<file path="config.mk">
export PLATFORM = sky130hd
export DESIGN_NAME = regfile_sb
export DESIGN_NICKNAME = d
export VERILOG_FILES = /design/src/rtl/regfile_pkg.sv /design/src/rtl/regfile_scoreboard.sv /design/src/rtl/regfile_sb.sv
export SDC_FILE = /design/constraint.sdc
export NUM_CORES = 2
export LEC_CHECK = 0
export CAP_MARGIN = 25
export CORE_MARGIN = 5
export CORE_UTILIZATION = 50
export CTS_BUF_LIST = sky130_fd_sc_hd__clkbuf_4
export CTS_CLUSTER_DIAMETER = 40
export DETAILED_ROUTE_END_ITERATION = 12
export HOLD_SLACK_MARGIN = 0.02
export PLACE_DENSITY = 0.71
export RECOVER_POWER = 50
export REMOVE_ABC_BUFFERS = 1
export SLEW_MARGIN = 20
export SYNTH_ARGS = -nofsm -noshare
export SYNTH_HDL_FRONTEND = slang
export SYNTH_SLANG_ARGS = --single-unit
</file>
<file path="constraint.sdc">
create_clock -name clk_i -period 5.55 [get_ports clk_i]
set_clock_uncertainty 0.2 [all_clocks]
set_input_delay 1.11 -clock clk_i [delete_from_list [all_inputs] [get_ports clk_i]]
set_output_delay 1.11 -clock clk_i [all_outputs]
set_load 0.02 [all_outputs]
</file>
<file path="src/rtl/regfile_pkg.sv">
// regfile_pkg: shared defaults and types for the regfile_sb register file.
// Optional same-cycle write-to-read forwarding in regfile_sb is enabled by
// defining the macro RF_BYPASS_EN.
package regfile_pkg;

  localparam int unsigned XLEN_DEF = 32;
  localparam int unsigned NREG_DEF = 32;

  // Address width needed to index n registers.
  function automatic int unsigned addrWidth(input int unsigned n);
    return $clog2(n);
  endfunction

  localparam int unsigned AW_DEF = addrWidth(NREG_DEF);

  typedef logic [AW_DEF-1:0]   reg_addr_t;
  typedef logic [XLEN_DEF-1:0] xdata_t;

endpackage

</file>
<file path="src/rtl/regfile_scoreboard.sv">
// regfile_scoreboard: one busy bit per architectural register plus a
// registered population count. Register 0 is never marked busy.
// Not affected by RF_BYPASS_EN; forwarding lives in regfile_sb.
module regfile_scoreboard
  import regfile_pkg::*;
#(
  parameter  int unsigned NREG = NREG_DEF,
  localparam int unsigned AW   = addrWidth(NREG)
) (
  input  logic            clk_i,
  input  logic            rst_ni,
  input  logic            iss_valid_i,
  input  logic [AW-1:0]   iss_rd_addr_i,
  input  logic            wb_wren_i,
  input  logic [AW-1:0]   wb_addr_i,
  input  logic            flush_i,
  output logic [NREG-1:0] busy_o,
  output logic [AW:0]     busy_cnt_o
);

  logic [NREG-1:0] busyBits_q, busyBits_d;
  logic [AW:0]     busyCnt_q, busyCnt_d;

  // Next busy vector: flush wins over everything, and an issue applied after
  // a write-back clear lets the newer issue win on the same register.
  always_comb begin
    busyBits_d = busyBits_q;
    if (flush_i) begin
      busyBits_d = '0;
    end else begin
      if (wb_wren_i && (wb_addr_i != '0)) busyBits_d[wb_addr_i] = 1'b0;
      if (iss_valid_i && (iss_rd_addr_i != '0)) busyBits_d[iss_rd_addr_i] = 1'b1;
    end
    busyBits_d[0] = 1'b0;
  end

  // Count the next busy vector so the count register tracks the bits exactly.
  always_comb begin
    busyCnt_d = '0;
    for (int i = 0; i < int'(NREG); i++) begin
      busyCnt_d = busyCnt_d + (AW+1)'(busyBits_d[i]);
    end
  end

  // Busy bits and their count update together.
  always_ff @(posedge clk_i or negedge rst_ni) begin
    if (!rst_ni) begin
      busyBits_q <= '0;
      busyCnt_q  <= '0;
    end else begin
      busyBits_q <= busyBits_d;
      busyCnt_q  <= busyCnt_d;
    end
  end

  assign busy_o     = busyBits_q;
  assign busy_cnt_o = busyCnt_q;

endmodule

</file>
<file path="src/rtl/regfile_sb.sv">
// regfile_sb: integer register file with NRP combinational read ports, one
// write-back port and a write scoreboard for RAW hazard detection.
// Define RF_BYPASS_EN to forward write-back data to same-cycle reads.
module regfile_sb
  import regfile_pkg::*;
#(
  parameter  int unsigned XLEN = XLEN_DEF,
  parameter  int unsigned NREG = NREG_DEF,
  parameter  int unsigned NRP  = 2,
  localparam int unsigned AW   = addrWidth(NREG)
) (
  input  logic              clk_i,
  input  logic              rst_ni,
  input  logic [NRP*AW-1:0] rs_addr_i,
  output logic [NRP*XLEN-1:0] rs_data_o,
  output logic [NRP-1:0]    rs_busy_o,
  input  logic              iss_valid_i,
  input  logic [AW-1:0]     iss_rd_addr_i,
  input  logic              wb_wren_i,
  input  logic [AW-1:0]     wb_addr_i,
  input  logic [XLEN-1:0]   wb_data_i,
  input  logic              flush_i,
  output logic [AW:0]       busy_cnt_o
);

  logic [XLEN-1:0] regs_q [NREG];
  logic [NREG-1:0] busyVec;
  logic [AW-1:0]   rdAddr;

  regfile_scoreboard #(
    .NREG (NREG)
  ) u_scoreboard (
    .clk_i         (clk_i),
    .rst_ni        (rst_ni),
    .iss_valid_i   (iss_valid_i),
    .iss_rd_addr_i (iss_rd_addr_i),
    .wb_wren_i     (wb_wren_i),
    .wb_addr_i     (wb_addr_i),
    .flush_i       (flush_i),
    .busy_o        (busyVec),
    .busy_cnt_o    (busy_cnt_o)
  );

  // Data array: register 0 is never written so it stays at its reset value 0.
  always_ff @(posedge clk_i or negedge rst_ni) begin
    if (!rst_ni) begin
      for (int i = 0; i < int'(NREG); i++) regs_q[i] <= '0;
    end else if (wb_wren_i && (wb_addr_i != '0)) begin
      regs_q[wb_addr_i] <= wb_data_i;
    end
  end

  // Read muxes; address 0 reads as zero and never busy.
  always_comb begin
    rs_data_o = '0;
    rs_busy_o = '0;
    rdAddr    = '0;
    for (int k = 0; k < int'(NRP); k++) begin
      rdAddr = rs_addr_i[k*AW +: AW];
      if (rdAddr != '0) begin
`ifdef RF_BYPASS_EN
        if (rst_ni && wb_wren_i && (wb_addr_i == rdAddr)) begin
          rs_data_o[k*XLEN +: XLEN] = wb_data_i;
          rs_busy_o[k] = iss_valid_i && (iss_rd_addr_i == rdAddr) && !flush_i;
        end else begin
          rs_data_o[k*XLEN +: XLEN] = regs_q[rdAddr];
          rs_busy_o[k] = busyVec[rdAddr];
        end
`else
        rs_data_o[k*XLEN +: XLEN] = regs_q[rdAddr];
        rs_busy_o[k] = busyVec[rdAddr];
`endif
      end
    end
  end

endmodule

</file>
==> metrics list <==
- IR drop worst, VDD: 0.202 mV
- Port Buffers: 128
- Measured against its own limit, the worst slew margin works out to -169%.
- Across all register-to-register paths, the minimum setup slack is 0.20 ns.
- Pin placement for this block handled 129 I/O pins.
- In this run the worst path has a maximum fanout of 4.
- Cells fill a little under three fifths of the core in the end.
- Largest net degree at the start of global routing: 165
* Number of buffers created by CTS: 306
- Detailed-route wire length per cell: between 20 and 30 microns
- Once the floorplan was initialized, standard cells occupied between 50 and 60% of the core.
* Yosys synthesis warning count: 0
- Maximum clock path buffer count: 4
* Final setup viols: 0
* Placed standard-cell area: 0.0611 sq mm
* DP Wirelength: 103 mm
- Tracing the worst setup path back leads to its startpoint at wb_addr_i[0].
* Beginning of the worst hold path: regs_q[1017]
- The worst setup path is captured at a flip-flop.
- Setup total negative slack: 0 ns
- In this run the power spent charging and discharging nets is 0.00612 W.
- Buffer cell driving the clock tree root: clkbuf_4
* Filler-free cell count of the finished design: 5855
- Fraction of final layout cells with drive strength greater than 1: a little over half
- In this run the static leakage power is 28.2 nW.
- The synthesized netlist occupies a cell area of 0.0579 sq mm.
- The tool flagged a number of max-cap violations equal to 14.
- In this run the worst hold path is classified as flip-flop to flip-flop.
* Cell count after synthesis: 3909
- In this run, the combinational gates consume 21.2% of the power.
- DR iter-0 viols: 3833
- For this run, the register share of the synthesized area comes to 45.9%.
- Setup repair after global routing left no endpoint under its margin.
- Final instance area: 0.0648 sq mm
* Sequential share of power: 47.1%
- Leaving out fill and tap cells, the most frequent cell in the layout is dfrtp_1.
* Number of placement rows: 124
- Fin crit share: 98.2%
* Number of routed nets with antenna violations: 0
* Number of register bits inferred by synthesis: between 1000 and 1500
* Number of levels the H-tree was split into: 5
- STA classifies the critical path startpoint as an input pin.
- For the finished layout, the period the worst path requires is 5.45 ns.
- Die extent in x: about 350 microns
- After detailed routing, the number of remaining DRC violations is 0.
- In the final design database the tool counted 4249 nets.
- A synthesized cell averages 14.8 sq um.
- The critical path is of the input pin to flip-flop type.
* Overall die area: 0.123 sq mm
- Primary FF master, synth: dfrtp_1
- Proportion of total power due to net switching: 28.3%
- Power spread over the standard cell area amounts to 334 mW/mm^2.
- Compared with the post-synthesis result, the final layout area differs by 11.9%.
- The region available for standard cell placement spans 0.115 sq mm.
- Final number of max-transition violations: between 400 and 500
- The design draws approximately 0.022 W.
* Clock-pin slew on the worst setup and hold paths: 0.06 ns
- Later-pin clock latency in the skew report: 1.21 ns
- Total wire length after detailed routing: 173 mm
- Required time of the critical path: 6.42 ns
- For this run, asynchronously set or reset flops after synthesis account for 100%.
* GP Congestion: around 0.9
- Based on the critical path, the design can be clocked at up to about 0.18 GHz.
* Die height: around 350 microns
- Transition time at the pin with the least slew margin: 4.04 ns
- Internal power comes to 0.0155 W.
- The top cell types in the final layout, fill and taps aside, are 1061 x dfrtp_1, 1051 x mux2_2, 454 x mux4_2.
* Number of clock sinks seen by CTS: 1061
- Outcome: finished with violations
* Global route total overflow: 0
- CTS tree: done
- Final hold viol count: 0
* Overall track demand over capacity in global routing: 28.4%
* DR vias: around 39000
- For this run, the detailed router's first-pass iteration total came to 5.
- Global-route wire length before repair: approximately 260 mm
* Violations in the final reports: capacitance limit, slew limit
- The via count of the first global-routing pass came to 40300.
- In this run, placement finished with an instance count of 5345.
- For the worst setup path, the data arrival time is 6.32 ns.
- The share of total power dissipated in the clock network is 31.6%.
* Reg-to-reg startpoint: u_scoreboard.busy_o[2]
- Yosys mapped the design onto 48 distinct sky130hd cell types.
- Initial antenna violation count: 6
- Post-synth EDFFs: 0
- Post-DR vias/cell: roughly 6.6
## metrics by stage
step	setup slack (ns)	hold WS (ns)
floorplan	-1.28	0.163
CTS	0.00164	0.197
global placement	-1.26	0.176
finish	0.0984	0.192
global route	0.0247	0.199
detailed placement	-1.41	0.184
## per-layer routing
metal,up-vias,global-route usage (%),routed length [microns]
li1,15700,-,-
met1,20500,39.6,71300
met2,1938,43.0,79500
met3,414,7.54,16300
met4,0,11.3,6240
met5,-,0,0
## layout make-up
class / count / area (sq um)
clock inverter: 51 / 226
fill: 9153 / 49900
tap: 1512 / 1890
inverter: 36 / 140
timing repair buffer: 387 / 3800
multi-input combinational: 2368 / 28900
clock buffer: 429 / 3220
antenna: 11 / 27.5
sequential: 1061 / 26600
## final timing paths
check | endpoint | cells past startpoint
setup / recovery | u_scoreboard.busy_cnt_o[4] | 21
hold / removal | regs_q[1017] | 0
setup reg to reg | u_scoreboard.busy_cnt_o[4] | 18
hold reg to reg | regs_q[1017] | 0
max in group asynchronous | regs_q[117] | 4
min in group asynchronous | regs_q[840] | 2
## timing repair
| action | 4_1_cts | 5_1_grt |
|---|---|---|
| gates resized for setup | 10 | 43 |
| setup endpoints to repair | 2 | 5 |
| hold buffers | 1 | 0 |
| pin swaps | 4 | 16 |
| setup buffers | 0 | 7 |
| endpoints found under the hold margin | 59 | 0 |
## registers in the layout, summed over array words and instances (netlist names)
signal	count
regs_q	1024
u_scoreboard.busy_o	31
u_scoreboard.busy_cnt_o	6
## cell usage after synthesis, drive strengths merged, types with 2 or more instances
master | n | area [sq um]
dfrtp | 1061 | 26600
mux2 | 1060 | 11900
mux4 | 460 | 10400
buf | 248 | 1790
clkbuf | 196 | 743
mux2i | 132 | 1320
o21ai | 129 | 646
nand2 | 85 | 329
a22oi | 73 | 548
nor2b | 73 | 472
a311oi | 66 | 628
a211oi | 64 | 480
a221oi | 47 | 418
nor2 | 39 | 181
inv | 36 | 135
a21oi | 28 | 140
fa | 23 | 460
a21o | 21 | 158
o2111ai | 19 | 166
ha | 9 | 113
nand2b | 7 | 43.8
nand3 | 5 | 25.0
nand3b | 5 | 37.5
nor3b | 4 | 45.1
nor3 | 3 | 15.0
xnor2 | 3 | 26.3
a221o | 2 | 20.0
and2 | 2 | 12.5
and3b | 2 | 17.5
or2 | 2 | 12.5
or4 | 2 | 22.5
## worst max-delay path: stages
cell	delay (ns)
dlygate4sd2_1	0.27
and3b_2	0.27
nand2_1	0.09
a22oi_2	0.18
nor2_2	0.07
ha_1	0.29
inv_2	0.04
fa_1	0.54
fa_1	0.45
fa_1	0.54
fa_1	0.44
fa_1	0.51
inv_1	0.05
fa_1	0.49
ha_2	0.18
inv_1	0.07
fa_2	0.38
inv_1	0.06
a21o_1	0.10
a21oi_1	0.07
xnor2_1	0.12
## power by group through the flow
stage          clock [W]  sequential, W  combinational [W]
4_1_cts          0.00700         0.0101            0.00459
3_3_place_gp           0         0.0102            0.00447
2_1_floorplan          0        0.00993            0.00316
5_1_grt          0.00745         0.0103            0.00493
3_5_place_dp           0         0.0103            0.00458
6_report         0.00684         0.0102            0.00459
## logic make-up (layout without fill, tap and decap cells)
kind of cell	Yosys count	after routing	synth area share, %
AOI/OAI and AO/OA	450	450	5.55
xor gates and xnor gates	3	3	0.0454
adders and majority gates	32	32	0.990
buffers and inverters	480	903	4.60
DFF	1061	1061	45.9
muxes	1652	1652	40.8
other	0	11	0
and+or+nand+nor	231	231	2.12
Note: power is estimated with default switching activity, not from simulation.
